[config.mk]
export PLATFORM = sky130hd
export DESIGN_NAME = rfi_flagger
export DESIGN_NICKNAME = d
export VERILOG_FILES = /design/src/rtl/rfi_flag_pkg.sv /design/src/rtl/rfi_state_ram.sv /design/src/rtl/rfi_flagger.sv
export SDC_FILE = /design/constraint.sdc
export NUM_CORES = 2
export LEC_CHECK = 0
export CORE_UTILIZATION = 55
export CTS_CLUSTER_SIZE = 8
export DETAILED_ROUTE_END_ITERATION = 8
export PLACE_DENSITY = 0.71
export SLEW_MARGIN = 20
export SYNTH_ARGS = -nofsm -noshare
export SYNTH_HDL_FRONTEND = slang
export SYNTH_HIERARCHICAL = 1
export SYNTH_SLANG_ARGS = --single-unit
[constraint.sdc]
create_clock -name clk -period 12 [get_ports clk]
set_clock_uncertainty 0.1 [all_clocks]
set_input_delay 2.4 -clock clk [delete_from_list [all_inputs] [get_ports clk]]
set_output_delay 2.4 -clock clk [all_outputs]
set_load 0.05 [all_outputs]
[src/rtl/rfi_flag_pkg.sv]
// Shared definitions for the RFI flagger slice.
//   state_t        : state-RAM maintenance FSM (sweep-clear / normal run)
//   PIPE_LATENCY   : clock edges from the edge sampling din_valid to dout_valid
//   word_width()   : width of a state-RAM word, laid out as {flag, cnt}
//   next_flag()    : hysteresis rule applied to an updated persistence count
package rfi_flag_pkg;

  typedef enum logic {
    ST_CLEAR = 1'b0,
    ST_RUN   = 1'b1
  } state_t;

  localparam int unsigned PIPE_LATENCY = 3;

  // RAM word: flag in the MSB, persistence counter in the low cnt_width bits.
  function automatic int word_width(input int cnt_width);
    return cnt_width + 1;
  endfunction

  // Set has priority over clear so that on_lvl <= off_lvl still flags.
  function automatic logic next_flag(input int unsigned cnt,
                                     input int unsigned on_lvl,
                                     input int unsigned off_lvl,
                                     input logic        old_flag);
    if (cnt >= on_lvl) begin
      return 1'b1;
    end else if (cnt <= off_lvl) begin
      return 1'b0;
    end
    return old_flag;
  endfunction

endpackage

[src/rtl/rfi_state_ram.sv]
// Per-channel state RAM: simple dual-port, one write port and one read port,
// registered read with one cycle latency. No read/write collision handling.
//   clk   : clock
//   we    : write enable
//   waddr : write address
//   wdata : write data
//   raddr : read address
//   rdata : read data, valid the cycle after raddr is presented
module rfi_state_ram #(
  parameter int ADDR_WIDTH = 9,
  parameter int DATA_WIDTH = 5
) (
  input  logic                  clk,
  input  logic                  we,
  input  logic [ADDR_WIDTH-1:0] waddr,
  input  logic [DATA_WIDTH-1:0] wdata,
  input  logic [ADDR_WIDTH-1:0] raddr,
  output logic [DATA_WIDTH-1:0] rdata
);

  logic [DATA_WIDTH-1:0] mem [0:(2**ADDR_WIDTH)-1];

  always_ff @(posedge clk) begin
    if (we) begin
      mem[waddr] <= wdata;
    end
    rdata <= mem[raddr];
  end

endmodule

[src/rtl/rfi_flagger.sv]
// RFI flagger: per channel, flags RFI when correlation exceeds a programmable
// fraction of integrated power, filtered by a saturating persistence counter
// with on/off hysteresis held in block RAM. Also counts flagged channels per
// frame.
//   clk, rst           : clock, synchronous active-high reset
//   pow_data/corr_data : signed power / correlation for one channel
//   din_valid, sync_in : input strobe; sync_in marks channel 0 of a frame
//   thresh             : UQ threshold factor applied to power
//   on_cnt/off_cnt     : counter levels that set / clear the flag
//   clear              : pulse, wipes all channel state
//   busy               : state RAM sweep in progress, inputs dropped
//   flag, flag_chan    : per-channel result, qualified by dout_valid
//   frame_count        : flagged channels in last frame, with frame_valid
//   warning            : pulse after a dropped input (DEBUG builds)
module rfi_flagger
  import rfi_flag_pkg::*;
#(
  parameter int DIN_WIDTH    = 18,
  parameter int CHANNEL_ADDR = 9,
  parameter int THRESH_WIDTH = 16,
  parameter int THRESH_POINT = 15,
  parameter int CNT_WIDTH    = 4,
  parameter int DEBUG        = 1
) (
  input  logic                    clk,
  input  logic                    rst,
  input  logic [DIN_WIDTH-1:0]    pow_data,
  input  logic [DIN_WIDTH-1:0]    corr_data,
  input  logic                    din_valid,
  input  logic                    sync_in,
  input  logic [THRESH_WIDTH-1:0] thresh,
  input  logic [CNT_WIDTH-1:0]    on_cnt,
  input  logic [CNT_WIDTH-1:0]    off_cnt,
  input  logic                    clear,
  output logic                    busy,
  output logic                    flag,
  output logic [CHANNEL_ADDR-1:0] flag_chan,
  output logic                    dout_valid,
  output logic [CHANNEL_ADDR:0]   frame_count,
  output logic                    frame_valid,
  output logic                    warning
);

  localparam int PROD_WIDTH = DIN_WIDTH + THRESH_WIDTH + 1;
  localparam int WORD_WIDTH = word_width(CNT_WIDTH);
  localparam int FC_WIDTH   = CHANNEL_ADDR + 1;

  state_t                    state;
  logic [CHANNEL_ADDR-1:0]   clr_addr;
  logic [CHANNEL_ADDR-1:0]   chan_cnt;
  logic [CHANNEL_ADDR-1:0]   in_chan;
  logic                      accept;

  logic                         s0_valid;
  logic signed [DIN_WIDTH-1:0]  s0_pow;
  logic signed [DIN_WIDTH-1:0]  s0_corr;
  logic [CHANNEL_ADDR-1:0]      s0_chan;

  logic                         s1_valid;
  logic signed [PROD_WIDTH-1:0] s1_lim;
  logic signed [DIN_WIDTH-1:0]  s1_corr;
  logic [CHANNEL_ADDR-1:0]      s1_chan;

  logic                         s2_valid;
  logic [CHANNEL_ADDR-1:0]      s2_chan;
  logic [CNT_WIDTH-1:0]         s2_cnt;
  logic                         s2_flag;

  logic signed [PROD_WIDTH-1:0] prod;
  logic signed [PROD_WIDTH-1:0] lim;
  logic signed [PROD_WIDTH-1:0] corr_ext;
  logic                         exceed;
  logic [CNT_WIDTH-1:0]         old_cnt;
  logic                         old_flag;
  logic [CNT_WIDTH-1:0]         cnt_new;
  logic                         new_flag;

  logic [FC_WIDTH-1:0]          acc;
  logic [FC_WIDTH-1:0]          frame_sum;

  logic                         ram_we;
  logic [CHANNEL_ADDR-1:0]      ram_waddr;
  logic [WORD_WIDTH-1:0]        ram_wdata;
  logic [WORD_WIDTH-1:0]        ram_rdata;

  assign accept  = din_valid && (state == ST_RUN) && !clear;
  assign in_chan = sync_in ? '0 : chan_cnt;

  // busy rises one edge after entering CLEAR; writes happen only while busy,
  // which keeps busy high for exactly one cycle per RAM address.
  always_ff @(posedge clk) begin
    if (rst) begin
      state    <= ST_CLEAR;
      clr_addr <= '0;
      busy     <= 1'b0;
    end else if (clear) begin
      state    <= ST_CLEAR;
      clr_addr <= '0;
      busy     <= 1'b1;
    end else if (state == ST_CLEAR) begin
      if (!busy) begin
        busy <= 1'b1;
      end else if (clr_addr == '1) begin
        state <= ST_RUN;
        busy  <= 1'b0;
      end else begin
        clr_addr <= clr_addr + CHANNEL_ADDR'(1);
      end
    end
  end

  always_comb begin
    ram_we    = s2_valid;
    ram_waddr = s2_chan;
    ram_wdata = {s2_flag, s2_cnt};
    if (state == ST_CLEAR) begin
      ram_we    = busy;
      ram_waddr = clr_addr;
      ram_wdata = '0;
    end
  end

  rfi_state_ram #(
    .ADDR_WIDTH (CHANNEL_ADDR),
    .DATA_WIDTH (WORD_WIDTH)
  ) u_ram (
    .clk   (clk),
    .we    (ram_we),
    .waddr (ram_waddr),
    .wdata (ram_wdata),
    .raddr (s0_chan),
    .rdata (ram_rdata)
  );

  // thresh is zero-extended so the product is signed x unsigned.
  always_comb begin
    prod = PROD_WIDTH'(s0_pow) * PROD_WIDTH'($signed({1'b0, thresh}));
    lim  = prod >>> THRESH_POINT;
  end

  always_comb begin
    corr_ext = PROD_WIDTH'(s1_corr);
    exceed   = corr_ext > s1_lim;
    old_cnt  = ram_rdata[CNT_WIDTH-1:0];
    old_flag = ram_rdata[CNT_WIDTH];
    cnt_new  = old_cnt;
    if (exceed) begin
      if (old_cnt != '1) begin
        cnt_new = old_cnt + CNT_WIDTH'(1);
      end
    end else if (old_cnt != '0) begin
      cnt_new = old_cnt - CNT_WIDTH'(1);
    end
    new_flag = next_flag(32'(cnt_new), 32'(on_cnt), 32'(off_cnt), old_flag);
  end

  // A channel-0 sample always starts a fresh frame sum, so a sync that
  // truncates a frame discards the partial count.
  always_comb begin
    frame_sum = (s2_chan == '0) ? '0 : acc;
    frame_sum = frame_sum + FC_WIDTH'(s2_flag);
  end

  always_ff @(posedge clk) begin
    if (rst) begin
      chan_cnt    <= '0;
      s0_valid    <= 1'b0;
      s0_pow      <= '0;
      s0_corr     <= '0;
      s0_chan     <= '0;
      s1_valid    <= 1'b0;
      s1_lim      <= '0;
      s1_corr     <= '0;
      s1_chan     <= '0;
      s2_valid    <= 1'b0;
      s2_chan     <= '0;
      s2_cnt      <= '0;
      s2_flag     <= 1'b0;
      acc         <= '0;
      flag        <= 1'b0;
      flag_chan   <= '0;
      dout_valid  <= 1'b0;
      frame_count <= '0;
      frame_valid <= 1'b0;
      warning     <= 1'b0;
    end else begin
      warning <= (DEBUG != 0) && din_valid && !accept;

      s0_valid <= accept;
      if (accept) begin
        s0_pow   <= pow_data;
        s0_corr  <= corr_data;
        s0_chan  <= in_chan;
        chan_cnt <= in_chan + CHANNEL_ADDR'(1);
      end

      s1_valid <= s0_valid;
      s1_lim   <= lim;
      s1_corr  <= s0_corr;
      s1_chan  <= s0_chan;

      s2_valid <= s1_valid;
      s2_chan  <= s1_chan;
      s2_cnt   <= cnt_new;
      s2_flag  <= new_flag;

      dout_valid  <= s2_valid;
      frame_valid <= s2_valid && (s2_chan == '1);
      if (s2_valid) begin
        flag      <= s2_flag;
        flag_chan <= s2_chan;
        if (s2_chan == '1) begin
          frame_count <= frame_sum;
          acc         <= '0;
        end else begin
          acc <= frame_sum;
        end
      end

      if (clear) begin
        s0_valid    <= 1'b0;
        s1_valid    <= 1'b0;
        s2_valid    <= 1'b0;
        dout_valid  <= 1'b0;
        frame_valid <= 1'b0;
        chan_cnt    <= '0;
        acc         <= '0;
      end
    end
  end

endmodule

### After elaboration in Yosys (flattened, before gate mapping)

Memories as Yosys holds them, arrays and structs flattened. A register that Yosys moved wholly into a read port is not among the register bits.
Index checks and enable logic that the tools add are counted.

* word-level logic and storage cells: 73
* bits in registers: 162
* RAM bits: 2560
* input bits: 65
* memories kept: 1

Memory list
* u_ram.mem: depth 512, width 5, rd ports 1, clocked after memory_dff 1, wr ports 1, line rfi_state_ram.sv:21 `logic [DATA_WIDTH-1:0] mem [0:(2**ADDR_WIDTH)-1];`

* bitwise logic cells: 2
* reduce and logical (&&, ||, !) cells: 11
* mux-type cells: 23
* add/sub/neg operators: 5
* multipliers: 1
* eq/ne operators: 4
* $lt $le $gt $ge: 3

Operator list (count)
* 18-bit by 17-bit multiplier with 35-bit output: 1
* 18-bit by 20-bit > comparator with 1-bit output: 1
* 10-bit two-way mux: 2
* 9-bit by 1-bit adder with 9-bit output (second input constant): 2
* 9-bit == test (second input constant): 2
* 9-bit two-way mux: 2
* 1-bit two-way mux: 15
* 4-bit two-way mux: 3
* 10-bit by 1-bit adder with 10-bit output: 1
* 9-bit logical NOT: 1
* 5-bit two-way mux: 1
* 4-bit by 1-bit adder with 4-bit output (second input constant): 1
* 4-bit >= comparator: 1
* 4-bit <= comparator: 1
* 1-bit logical AND: 4
* 4-bit inequality test (second input constant): 1
* 4-bit nonzero test: 1
* 4-bit by 1-bit subtractor with 4-bit output (second input constant): 1
* 3-bit AND reduction: 1
* 1-bit logical NOT: 2
* 2-bit inequality test (second input constant): 1
* 1-bit inverter: 2
* 2-bit AND reduction: 1
* 2-bit OR reduction: 1

### Depth between registers and ports, before layout

* depth in word-level cells: 7
* mapped depth: 24
* gate-level depth less buffers: 22

### By module

The synthesis kept the hierarchy.

By module, submodules not included
* rfi_state_ram: area an instance 101358.5 um^2, times used 1, cells each 5295
* rfi_flagger: area an instance 17511.8 um^2, times used 1, cells each 1955

### Worst setup path before layout

No wires, ideal clock.

* kind: reg-to-reg
* start: reg state
* end: mem u_ram.mem[0][4], data pin
* cell stages (with the launch flop): 4
* path slack: 3127 ps
* path buffers: 2
* data arrival time: 7240 ps
* cell sequence: dfxtp_1 -> buf_2 -> clkbuf_1 -> and2_1

* longest elaborated chain between the ends: 1

RTL lines
* start: declaration: line rfi_flagger.sv:48 `state_t state;`
* start signal: assignment: line rfi_flagger.sv:93 `state <= ST_CLEAR;`
* start signal: assignment: line rfi_flagger.sv:97 `state <= ST_CLEAR;`
* start signal: assignment: line rfi_flagger.sv:104 `state <= ST_RUN;`
* 5-bit two-way mux: line rfi_flagger.sv:116 `if (state == ST_CLEAR) begin`
* net ram_wdata[4]: line rfi_flagger.sv:83 `logic [WORD_WIDTH-1:0] ram_wdata;`
* end: declaration: line rfi_state_ram.sv:21

The timed path passes the listed nets, and every way through them passes these cells.

### Worst setup path after layout

* start: in thresh[4]
* end: reg s1_lim[18]

* longest elaborated chain between the ends: 1

RTL lines
* start: declaration: line rfi_flagger.sv:31 `input logic [THRESH_WIDTH-1:0] thresh,`
* 18-bit by 17-bit multiplier with 35-bit output: line rfi_flagger.sv:137 `prod = PROD_WIDTH'(s0_pow) * PROD_WIDTH'($signed({1'b0, thresh}));`
* end signal: assignment: line rfi_flagger.sv:198 `s1_lim <= lim;`
* end: declaration: line rfi_flagger.sv:60 `logic signed [PROD_WIDTH-1:0] s1_lim;`

Every way passes these cells.
A chain may end at the register's enable or synchronous reset.

==> metrics <==
status=finished, final reports clean; cell row count=170; endpoints failing hold=0; Die Span X=467 um; crit path max fanout=18; CTS tree=yes; PD cells=150 nW/um2; RSZ-0062 raised after global routing=no; Setup-failing EPs final=0; Resize count post-CTS=0; DR vias=65548; Clock Path Buffers=4; cell leakage power=44.2 nW; I/O pin count=89; Die Span Y=467 um; Hold WC Path Type=register to register; Worst R2R Setup Slack=5.00 ns; Setup Buffers After CTS=0; peak supply drop=0.121 mV; worst endpoint data arrival time=9.10 ns; Initial DRC Count=7772; htree depth=5; Gate Count Post-Synth=7250; #FFs+latches synth=2727; reg-to-reg endpoint=s1_lim[18]; Max Cap Viol=0; total CTS buffers=392; die area=218000 um2; gpl congestion=0.857; hold buffers post-CTS=0; Tcrit/Tclk final=70.1%; met2 WL=139000 um; core area=215000 um2; Setup TNS=0 ns; Synth Warn #=6; M1 WL=112000 um; Final #Nets=7872; Crit Path Category=primary input to register; Mean Syn Cell Area=16.4 um2; Synth top area share=64.7%; vias per cell=6.35; utilization after layout=61.7%; met3 routed WL=25700 um; ys async rst share=0%; Post-Syn Nets=7728; CP endpoint=s1_lim[18]; crit path capture type=register; crit path time final=8.42 ns; Layout Cells excl Fill=10316; grt ovf=0; Area contributors post-synth=edfxtp_1 65%, mux4_2 7.6%, fa_1 4.9%; worst r2r src=s0_pow[17]; first-pass GRT wire length=428000 um; fillers=14875; vias in the first global route=66132; Worst Setup Start Kind=primary input; Primary FF master, synth=edfxtp_1; Post-Place Cells=9837; WL final=285000 um; origin of the worst setup path=thresh[4]; CTS Root Cell=clkbuf_16; Post-synth EDFFs=2560; clock slew at the register clock pins of the worst setup and hold paths=0.05 ns; DRC violations left=0; initial core utilization=55.4%; initial antenna violation count=6; highest metal used=met5; Worst-Margin Slew=1.33 ns; Worst Path Required=12.68 ns; All-Layer GR Usage=26.4%; largest net degree at the start of global routing=233; IO buf count=88; Slew headroom=11.2%; TritonCTS sink count=2727; Synth Cell Area=119000 um2; Post-DP HPWL=170000 um; final count of pins violating max slew=0; Synth area leader=edfxtp_1; layout cell share with drive strength beyond 1=13.2%; Routed wire per std cell=27.6 um; Worst R2R Path Depth=17; Area Overhead vs Synth=11.3%; sequential share of the synthesized area=67.5%; clk_lat worst skew=0.97 ns; Cell variety after synth=93; DRT Pass-1 Iters=8; Antenna Nets Post-Route=0; maximum clock rate=0.119 GHz; Hold Crit Depth=1
[logic make-up (layout without fill, tap and decap cells)]
kind of cell / count (synthesis) / in the layout / synth area share [%]
AND/OR/NAND/NOR: 1519 / 1519 / 5.80
adder cells (fa/ha/maj): 413 / 413 / 6.18
AO/OA/AOI/OAI: 791 / 791 / 4.67
buffers and inverters: 834 / 1056 / 3.28
flip-flops: 2727 / 2727 / 67.5
multiplexers: 936 / 936 / 12.4
other: 0 / 6 / 0
XOR/XNOR: 30 / 30 / 0.221
[power breakdown]
group | internal, mW | switching [mW] | leakage, nW
clock | 5.86 | 3.67 | 5.05
sequential | 10.3 | 0.00451 | 26.4
combinational | 0.0337 | 0.0596 | 12.7
[registers in the layout (all words and copies together), names as in the netlist, 4 cells and up]
name / cells
u_ram/mem: 2560
s1_lim: 20
s0_corr: 18
s0_pow: 18
s1_corr: 18
acc: 10
frame_count: 10
chan_cnt: 9
clr_addr: 9
flag_chan: 9
s0_chan: 9
s1_chan: 9
s2_chan: 9
u_ram/rdata: 5
s2_cnt: 4
[stage by stage]
step	cell area (um2)	hold slack (ns)	total power [mW]	setup WS, ns
6_report	132000	0.325	19.9	3.58
3_3_place_gp	122000	0.313	10.5	2.75
3_5_place_dp	122000	0.319	10.5	2.66
4_1_cts	132000	0.330	20.0	3.60
5_1_grt	132000	0.349	20.4	3.28
2_1_floorplan	119000	0.306	10.5	3.13
[area by class of cell]
type | instances | area [um2] | area share [%]
Antenna cell | 6 | 15.0 | 0.0113
Sequential cell | 2727 | 80200 | 60.6
Timing Repair Buffer | 184 | 1790 | 1.36
Multi-Input combinational cell | 3689 | 34900 | 26.4
Clock inverter | 11 | 141 | 0.107
Inverter | 400 | 1510 | 1.14
Tap cell | 2838 | 3550 | 2.68
Clock buffer | 461 | 10200 | 7.71
[cell usage after synthesis (20+ instances only)]
cell type and n:
a22oi_1 20, dfxtp_1 167, mux4_2 403, buf_2 37, buf_1 30, mux2i_1 502, buf_4 34, nand2_1 397
inv_1 398, clkbuf_1 269, nand3_1 51, nor2_1 646, nand2b_1 22, xnor2_1 21, nor3_1 74, edfxtp_1 2560
and2_1 137, buf_6 44, nor2b_1 57, a21oi_1 192, o21ai_0 77, nand4_1 25, o221ai_1 212, fa_1 291
o22ai_1 116, ha_1 122
[cells in the final DEF (no fill, tap or decap), drive strengths merged, types with 9 or more instances in the layout]
cell type,synthesis,routed
a2111oi,9,9
a211oi,15,15
a21o,13,13
a21oi,192,192
a222oi,15,15
a22o,9,9
a22oi,20,20
and2,138,138
and3,20,20
and4,13,13
buf,164,97
clkbuf,270,461
clkdlybuf4s50,0,87
dfxtp,167,167
edfxtp,2560,2560
fa,291,291
ha,122,122
inv,398,403
mux2,15,15
mux2i,502,502
mux4,419,419
nand2,397,397
nand2b,22,22
nand3,52,52
nand3b,14,14
nand4,25,25
nor2,648,648
nor2b,57,57
nor3,74,74
nor3b,12,12
nor4,15,15
o21a,13,13
o21ai,81,81
o221ai,213,213
o22a,18,18
o22ai,117,117
o2bb2ai,10,10
xnor2,21,21
xor2,9,9
[routing by layer]
layer / GRT usage [%] / up-vias
met4: 8.61 / 4
li1: - / 27921
met3: 4.91 / 597
met1: 36.6 / 33814
met2: 42.6 / 3212
met5: 0 / -
[worst min-delay path by stage]
stage	from	endpoint	slack, ns
detailed placement	s1_valid	s2_valid	0.32
global placement	s0_valid	s1_valid	0.31
CTS	s1_valid	s2_valid	0.33
global route	s1_chan[4]	s2_chan[4]	0.35
floorplan	s0_valid	s1_valid	0.31
finish	s1_valid	s2_valid	0.33
[critical path: stages]
cell	delay [ns]
clkdlybuf4s50_1	0.91
nand2_1	0.15
fa_1	0.71
fa_1	0.45
inv_1	0.32
fa_1	0.51
fa_1	0.53
fa_1	0.56
inv_1	0.06
fa_1	0.54
inv_1	0.04
ha_1	0.39
a21o_1	0.19
a21o_1	0.19
or3_1	0.36
o21a_1	0.22
a31oi_1	0.21
mux2_1	0.33
No activity file was read; power rests on OpenSTA's default activity.
